<file path="src/rtl/uart_frame_pkg.sv">
// Shared types for the UART framing stage: default sync byte, parser states,
// and the payload buffer entry (byte plus end-of-frame flag).
// Pure declarations; no logic, no latency, no flow control.
package uart_frame_pkg;

  localparam logic [7:0] SYNC_DEFAULT = 8'hA5;

  typedef enum logic [1:0] {
    HUNT,
    LEN,
    PAYLOAD,
    CSUM
  } parser_state_t;

  typedef struct packed {
    logic [7:0] data;
    logic       last;
  } buf_entry_t;

endpackage

</file>
<file path="src/rtl/frame_ring_buffer.sv">
// Payload ring buffer with speculative write, commit and rollback pointers.
// Latency: a committed entry is readable the cycle after commit; read is combinational.
// Backpressure: rd only advances on valid && ready; writer must check free before a frame.
module frame_ring_buffer
  import uart_frame_pkg::*;
#(
  parameter int DEPTH = 32,
  localparam int AW = $clog2(DEPTH),
  localparam int PW = AW + 1
) (
  input  logic          clk,
  input  logic          rst,
  input  logic          wr_en,
  input  buf_entry_t    wr_entry,
  input  logic          commit,
  input  logic          rollback,
  input  logic          rd_ready,
  output buf_entry_t    rd_entry,
  output logic          rd_valid,
  output logic [PW-1:0] free
);

  buf_entry_t    mem [DEPTH];
  logic [PW-1:0] wr_q;
  logic [PW-1:0] cm_q;
  logic [PW-1:0] rd_q;

  // Storage is not reset; entries are only observable between rd and cm.
  always_ff @(posedge clk) begin
    if (wr_en) mem[wr_q[AW-1:0]] <= wr_entry;
  end

  // Pointer update: write/rollback move wr, commit snaps cm to wr, reads advance rd.
  always_ff @(posedge clk or negedge rst) begin
    if (!rst) begin
      wr_q <= '0;
      cm_q <= '0;
      rd_q <= '0;
    end else begin
      if (rollback)   wr_q <= cm_q;
      else if (wr_en) wr_q <= wr_q + PW'(1);
      if (commit) cm_q <= wr_q;
      if (rd_valid && rd_ready) rd_q <= rd_q + PW'(1);
    end
  end

  // Only committed bytes are visible; output is forced to zero while empty.
  assign rd_valid = (rd_q != cm_q);
  assign rd_entry = rd_valid ? mem[rd_q[AW-1:0]] : '0;
  assign free     = PW'(DEPTH) - (wr_q - rd_q);

endmodule

</file>
<file path="src/rtl/uart_frame_parser.sv">
// Store-and-forward UART framer: SYNC, LEN, payload, XOR checksum; releases clean payload only.
// Latency: frame_ok/frame_err and dout_valid rise one cycle after the checksum byte.
// Backpressure: dout held while !dout_ready; frames that do not fit in free space are dropped.
module uart_frame_parser
  import uart_frame_pkg::*;
#(
  parameter logic [7:0] SYNC           = SYNC_DEFAULT,
  parameter int         MAX_LEN        = 16,
  parameter int         DEPTH          = 32,
  parameter int         TIMEOUT_CYCLES = 1_033_400
) (
  input  logic       clk,
  input  logic       rst,
  input  logic [7:0] din,
  input  logic       din_valid,
  output logic [7:0] dout,
  output logic       dout_last,
  output logic       dout_valid,
  input  logic       dout_ready,
  output logic       frame_ok,
  output logic       frame_err,
  output logic [7:0] err_count
);

  localparam int PW = $clog2(DEPTH) + 1;
  localparam int GW = $clog2(TIMEOUT_CYCLES + 1);

  parser_state_t state_q, state_n;
  logic [7:0]    rem_q;
  logic [7:0]    chk_q;
  logic [GW-1:0] gap_q;
  logic          timeout;
  logic          wr_en, commit, rollback, ok_ev, err_ev, load_len;
  buf_entry_t    wr_entry, rd_entry;
  logic [PW-1:0] free;

  assign timeout = (state_q != HUNT) && (gap_q == GW'(TIMEOUT_CYCLES));

  // Next-state and buffer strobes; timeout wins over a byte arriving in the same cycle.
  always_comb begin
    state_n       = state_q;
    wr_en         = 1'b0;
    commit        = 1'b0;
    rollback      = 1'b0;
    ok_ev         = 1'b0;
    err_ev        = 1'b0;
    load_len      = 1'b0;
    wr_entry.data = din;
    wr_entry.last = (rem_q == 8'd1);
    if (timeout) begin
      state_n  = HUNT;
      rollback = 1'b1;
      err_ev   = 1'b1;
    end else if (din_valid) begin
      case (state_q)
        HUNT: if (din == SYNC) state_n = LEN;
        LEN: begin
          if (din == 8'd0 || 32'(din) > MAX_LEN || 32'(din) > 32'(free)) begin
            err_ev  = 1'b1;
            state_n = HUNT;
          end else begin
            load_len = 1'b1;
            state_n  = PAYLOAD;
          end
        end
        PAYLOAD: begin
          wr_en = 1'b1;
          if (rem_q == 8'd1) state_n = CSUM;
        end
        CSUM: begin
          state_n = HUNT;
          if (din == chk_q) begin
            commit = 1'b1;
            ok_ev  = 1'b1;
          end else begin
            rollback = 1'b1;
            err_ev   = 1'b1;
          end
        end
        default: state_n = HUNT;
      endcase
    end
  end

  // State register.
  always_ff @(posedge clk or negedge rst) begin
    if (!rst) state_q <= HUNT;
    else      state_q <= state_n;
  end

  // Remaining-byte counter, running checksum, gap timer, status pulses and error count.
  always_ff @(posedge clk or negedge rst) begin
    if (!rst) begin
      rem_q     <= '0;
      chk_q     <= '0;
      gap_q     <= '0;
      frame_ok  <= 1'b0;
      frame_err <= 1'b0;
      err_count <= '0;
    end else begin
      if (load_len) begin
        rem_q <= din;
        chk_q <= din;
      end else if (wr_en) begin
        rem_q <= rem_q - 8'd1;
        chk_q <= chk_q ^ din;
      end
      if (state_q == HUNT || din_valid || timeout) gap_q <= '0;
      else                                         gap_q <= gap_q + GW'(1);
      frame_ok  <= ok_ev;
      frame_err <= err_ev;
      if (err_ev && err_count != 8'hFF) err_count <= err_count + 8'd1;
    end
  end

  frame_ring_buffer #(.DEPTH(DEPTH)) u_ring (
    .clk      (clk),
    .rst      (rst),
    .wr_en    (wr_en),
    .wr_entry (wr_entry),
    .commit   (commit),
    .rollback (rollback),
    .rd_ready (dout_ready),
    .rd_entry (rd_entry),
    .rd_valid (dout_valid),
    .free     (free)
  );

  assign dout      = rd_entry.data;
  assign dout_last = rd_entry.last;

endmodule

</file>
<file path="config.mk">
export PLATFORM = sky130hd
export DESIGN_NAME = uart_frame_parser
export DESIGN_NICKNAME = d
export VERILOG_FILES = /design/src/rtl/uart_frame_pkg.sv /design/src/rtl/frame_ring_buffer.sv /design/src/rtl/uart_frame_parser.sv
export SDC_FILE = /design/constraint.sdc
export NUM_CORES = 1
export LEC_CHECK = 0
export CORE_UTILIZATION = 43
export CTS_CLUSTER_SIZE = 16
export DETAILED_ROUTE_END_ITERATION = 6
export PLACE_DENSITY = 0.62
export SYNTH_ARGS = -nofsm -noshare
export SYNTH_HDL_FRONTEND = slang
export SYNTH_SLANG_ARGS = --single-unit
</file>
<file path="constraint.sdc">
create_clock -name clk -period 5.15 [get_ports clk]
set_input_delay 0.515 -clock clk [delete_from_list [all_inputs] [get_ports clk]]
set_output_delay 0.515 -clock clk [all_outputs]
set_load 0.01 [all_outputs]
</file>
### Word-level counts from Yosys, hierarchy flattened

Memory sizes are Yosys's and may differ from the RTL's.
Cells that the tools add are included.

* bits in writable memories: 288
* memories: 1
* logic and storage cells: 81
* bits in registers: 66

Memories
* u_ring.mem: words 32, width 9, read ports 1, clocked after Yosys merged registers in 0, wr ports 1, RTL line frame_ring_buffer.sv:23 `buf_entry_t mem [DEPTH];`

* mux-type cells: 35
* eq/ne operators: 11
* order comparisons: 2
* reductions and logical operators: 14
* bitwise operators: 1
* add/sub/neg operators: 7

Operators with widths (number)
* 2-to-1 mux 8 bit: 4
* adder 20 x 1 -> 20 bit (second input constant): 1
* equality test 20 bit (second input constant): 1
* 2-to-1 mux 1 bit: 20
* 2-to-1 mux 20 bit: 1
* adder 6 x 1 -> 6 bit (second input constant): 2
* 2-to-1 mux 6 bit: 2
* 2-to-1 mux 2 bit: 5
* 2-to-1 mux 9 bit: 1
* adder 8 x 1 -> 8 bit (second input constant): 1
* equality test 8 x 1 -> 1 bit (second input constant): 1
* equality test 8 bit: 1
* equality test 8 bit (second input constant): 1
* > comparator 8 x 5 -> 1 bit (second input constant): 1
* > comparator 8 x 6 -> 1 bit: 1
* logical NOT 8 bit: 1
* inequality test 8 bit (second input constant): 1
* case mux 2 bit (4 select lines): 1
* nonzero test 2 bit: 4
* subtractor 8 x 1 -> 8 bit (second input constant): 1
* XOR 8 bit: 1
* inequality test 6 bit: 1
* subtractor 6 bit: 1
* subtractor 6 bit (first input constant): 1
* 9 further kinds: 15

### Depth between registers and ports, before layout

* depth in word-level cells: 9
* gate-level depth with buffers: 18

### Cells and area by module

A second synthesis with hierarchy kept.

* cells, all modules: 954
* area, all modules: 15318.4 um^2

Modules (own cells, without submodules)
* frame_ring_buffer: area an instance 12585.8 um^2, seq. area each 9098.7 um^2, cells an instance 673, instances 1
* uart_frame_parser: area an instance 2732.6 um^2, seq. area each 1201.2 um^2, cells an instance 281, instances 1

### Worst setup path before layout

No wires, ideal clock.

* kind: register -> register
* start: register u_ring.rd_q[0]
* end: register rem_q[4]
* arrival time: 3.643 ns
* data required time: 5.024 ns
* cell stages (with the launch flop): 18
* setup slack: 1.381 ns
* cells stage by stage: dfrtp_1 > buf_4 > buf_4 > inv_1 > ha_1 > inv_1 > ha_1 > fa_1 > a21o_1 > a21oi_1 > xnor2_1 > ha_1 > a2111oi_2 > o211ai_4 > nor3_2 > buf_2 > a2bb2oi_1 > nor3_1

* longest elaborated chain between the ends: 9
* elaborated cells between the ends (all ways): 10
* those cells by class: 2 x add/sub; 1 x order compare; 5 x mux; 2 x reduce/logical

RTL lines
* start, declared: RTL line frame_ring_buffer.sv:26 `logic [PW-1:0] rd_q;`
* start signal, assigned: RTL line frame_ring_buffer.sv:43 `if (rd_valid && rd_ready) rd_q <= rd_q + PW'(1);`
* subtractor 6 bit (*) (2 in a row): RTL line frame_ring_buffer.sv:50 `assign free = PW'(DEPTH) - (wr_q - rd_q);`
* > comparator 8 x 6 -> 1 bit (*): RTL line uart_frame_parser.sv:58 `if (din == 8'd0 || 32'(din) > MAX_LEN || 32'(din) > 32'(free)) begin`
* logical OR 1 bit (*): RTL line uart_frame_parser.sv:58
* 2-to-1 mux 1 bit (*): RTL line uart_frame_parser.sv:58
* 2-to-1 mux 1 bit (*): RTL line uart_frame_parser.sv:55 `case (state_q)`
* 2-to-1 mux 1 bit (*): RTL line uart_frame_parser.sv:54 `end else if (din_valid) begin`
* 2-to-1 mux 1 bit (*): RTL line uart_frame_parser.sv:50 `if (timeout) begin`
* 2-to-1 mux 8 bit or nonzero test 2 bit (tied branches)
* end signal, assigned: RTL line uart_frame_parser.sv:102 `rem_q <= din;`
* end signal, assigned: RTL line uart_frame_parser.sv:105 `rem_q <= rem_q - 8'd1;`
* end, declared: RTL line uart_frame_parser.sv:29 `logic [7:0] rem_q;`

Mark *: on every way between the ends. The rest lies on a longest branch, timed or not.
A chain may end at the register's enable or synchronous reset.

### Worst setup path after layout

* start: register u_ring.rd_q[1]
* end: output dout[1]

* longest elaborated chain between the ends: 2
* elaborated cells between the ends (all ways): 3
* those cells by class: 1 x eq/ne; 1 x mux; 1 x memory

RTL lines
* memory (32 x 9 bit) or inequality test 6 bit (tied branches)
* 2-to-1 mux 9 bit (*): RTL line frame_ring_buffer.sv:49 `assign rd_entry = rd_valid ? mem[rd_q[AW-1:0]] : '0;`
* end, declared: RTL line uart_frame_parser.sv:16 `output logic [7:0] dout,`

Marks and branches as above.

==> results.sh <==
export IMPL_powerDensity_nw_per_um2=478.4
export IMPL_finalNetCount=959
export IMPL_synthDistinctLibCells=68
export IMPL_die_y_um=189.5
export IMPL_hp_class="in2async"
export IMPL_antenna_left=0
export IMPL_yosysSeqAreaShare_pct=68.11
export IMPL_grt_usage_pct=18.73
export IMPL_period_minus_slack_ns=4.402
export IMPL_antenna_found_initial=0
export IMPL_async_flop_share_pct=18.64
export IMPL_synth_compound_area_share_pct=3.218
export IMPL_critPathKind="reg2out"
export IMPL_fp_coreArea_um2=34540
export IMPL_crit_required_ns=4.64
export IMPL_grt_start_max_net_pins=76
export IMPL_place_congestion=0.7742
export IMPL_hpwlAfterDp_um=19830
export IMPL_holdBufCountCts=0
export IMPL_ys_flop_type="edfxtp_1"
export IMPL_worst_slew_pin_slew_ns=1.230
export IMPL_avgRoutedWirePerCell_um=23.06
export IMPL_cts_htree_levels=2
export IMPL_worst_setup_path_end_kind="output pin"
export IMPL_status="finished clean"
export IMPL_yosysTopAreaCellShare_pct=57.19
export IMPL_maxCapViolCount=0
export IMPL_num_rows=68
export IMPL_grt_ovfl_total=0
export IMPL_synth_nets=908
export IMPL_first_pass_iters=5
export IMPL_arrival_ns=3.89
export IMPL_clockBufferDepth=3
export IMPL_cts_reportedPaths_clkPinSlew_ns=0.06
export IMPL_cts_buffers=38
export IMPL_n_fill_cell=2895
export IMPL_yosysWarningCount=0
export IMPL_synth_xor_area_share_pct=3.243
export IMPL_fin_area_um2=17290
export IMPL_critPathMaxStageDelay_ns=0.66
export IMPL_path_cells="buf_4 -> buf_4 -> mux4_2 -> mux4_2 -> mux2i_1 -> nor2_1 -> clkdlybuf4s50_1"
export IMPL_ys_seq_elements=354
export IMPL_syn_inst=870
export IMPL_diodes=0
export IMPL_ys_top_cells_by_count="edfxtp_1 (288), mux4_2 (90), nor2_1 (90)"
export IMPL_grt_pass1_wl_um=49910
export IMPL_setup_viol=0
export IMPL_period_share_pct=85.47
export IMPL_synthAdderAreaFrac_pct=2.201
export IMPL_top_layer="met4"
export IMPL_crit_path_start_kind="flip-flop"
export IMPL_crit_slowest_cell="buf_4"
export IMPL_finalClockSkew_ns=0.02863
export IMPL_avgSynthCellArea_um2=17.38
export IMPL_drt_iter0_drc=750
export IMPL_portBuffers=31
export IMPL_drive_gt1_share_pct=20.72
export IMPL_synthToLayoutAreaGrowth_pct=14.35
export IMPL_yosysTopAreaCell="edfxtp_1"
export IMPL_die_w_um=189.5
export IMPL_fin_tns_setup_ns=0
export IMPL_post_synth_top_count_cell="edfxtp_1"
export IMPL_cp_num_buf_inv=3
export IMPL_clock_latency_ns=0.53
export IMPL_muxShareOfSynthArea_pct=14.47
export IMPL_netlist_area_um2=15120
export IMPL_dieArea_um2=35920
export IMPL_cpLargestDelayFamily="buffers and inverters"
export IMPL_finalHoldViolCount=0
export IMPL_ys_top_cells_by_area="edfxtp_1 (57%), mux4_2 (13%), dfrtp_1 (11%)"
export IMPL_wl_um=32420
export IMPL_cts_resized=0
export IMPL_synth_top_family_by_area="multiplexers"
export IMPL_cts_setup_buffers=0
export IMPL_synth_edf_count=288
export IMPL_yosys_area_share_simple_pct=6.991
export IMPL_power_leakage_nw=5.924
export IMPL_met1_length_um=15010
export IMPL_io_pins=32
export IMPL_drv_slew=0
export IMPL_met2_length_um=14750
export IMPL_critPathMaxFanout=42
export IMPL_worst_ir_drop_vdd_uv=328.4
export IMPL_clock_sinks=354
export IMPL_place_area_um2=15960
export IMPL_dr_wl_met3_um=2124
export IMPL_cts_root_buf="clkbuf_16"
export IMPL_routed_via_density=5.619
export IMPL_rsz0062_at_grt="no"
export IMPL_max_freq_ghz=0.2272
export IMPL_initial_core_util_pct=43.78
export IMPL_grt_pass1_vias=7950
export IMPL_cts_tree="yes"
export IMPL_via_count=7901
export IMPL_drc=0
export IMPL_relSlewSlack_pct=17.73
[stage by stage]
| stage | utilization [%] | power (W) | hold WS [ns] | cells | setup WS, ns |
|---|---|---|---|---|---|
| floorplan | - | 0.004764 | 0.2194 | 870 | 1.381 |
| global placement | 46.19 | 0.005485 | 0.4784 | 1336 | 1.231 |
| detailed placement | 46.19 | 0.005483 | 0.4816 | 1336 | 1.273 |
| CTS | 50.06 | 0.008369 | 0.2206 | 1406 | 0.7139 |
| global route | 50.06 | 0.008583 | 0.2900 | 1406 | 0.6747 |
| finish | 50.06 | 0.008272 | 0.1920 | 1406 | 0.7482 |
[final cells by class]
type	count	area, um^2	area share [%]
Timing Repair Buffer	49	437.9	2.532
Clock inverter	18	262.8	1.519
Tap cell	455	569.3	3.292
Clock buffer	52	1075	6.215
Sequential cell	354	10310	59.61
Inverter	21	78.83	0.4558
Multi-Input combinational cell	457	4562	26.38
[flip-flops by register name (all words and copies together), names as in the netlist]
signal,count
u_ring.mem,288
frame_ok,1
u_ring.cm_q,6
chk_q,8
u_ring.rd_q,6
rem_q,8
state_q,2
err_count,8
frame_err,1
gap_q,20
u_ring.wr_q,6
[report_power, final]
part / switching, W / leakage (nW) / internal, W
combinational: 0.00110 / 1.77 / 0.00110
clock: 0.00110 / 0.649 / 0.00177
sequential: 0.0000645 / 3.51 / 0.00314
total: 0.00226 / 5.92 / 0.00601
[layer usage]
layer  track usage [%]  up-vias
met4             4.342        0
met5                 0        -
met1             28.26     4061
li1                  -     3520
met2             28.42      280
met3             3.247       40
[worst paths after layout]
path,cells past startpoint,startpoint,end,slack (ns)
max in group asynchronous,2,rst,u_ring.rd_q[0]$_DFFE_PN0P_,4.31
hold / removal,2,rst,frame_err$_DFF_PN0_,0.19
min in group clk,1,err_count[4]$_DFFE_PN0P_,err_count[4]$_DFFE_PN0P_,0.49
setup / recovery,7,u_ring.rd_q[1]$_DFFE_PN0P_,dout[1],0.75
hold reg to reg,1,err_count[4]$_DFFE_PN0P_,err_count[4]$_DFFE_PN0P_,0.49
setup reg to reg,13,u_ring.wr_q[1]$_DFFE_PN0P_,chk_q[1]$_DFFE_PN0P_,1.22
[cells by family (layout without fill, tap and decap cells)]
kind of cell	after synthesis	in the layout
buf+inv	59	140
simple gates	211	211
flops	354	354
fa+ha+maj	26	26
mux	105	105
xor+xnor	56	56
compound gates	59	59
[worst reg2reg max path: stages (launching register included)]
cell	delay (ns)
dfrtp_1	0.41
inv_1	0.12
ha_1	0.31
ha_1	0.23
fa_1	0.41
a21o_1	0.17
a21oi_1	0.16
xnor2_1	0.14
ha_1	0.28
a2111oi_2	0.44
o211ai_4	0.24
o31ai_4	0.49
a21oi_1	0.13
a311oi_1	0.26
[placed cells by master, fill, tap and decap left out, types with 9 or more instances in the layout]
cell type / n
edfxtp_1: 288
mux4_2: 90
nor2_1: 90
dfrtp_1: 64
clkbuf_16: 39
nand2_1: 35
xor2_1: 33
nand3_1: 27
clkdlybuf4s50_1: 27
ha_1: 25
xnor2_1: 23
inv_1: 21
buf_4: 17
a21oi_1: 14
nor3_1: 11
a211oi_1: 10
mux2i_1: 9
No activity file was read; power rests on OpenSTA's default activity.
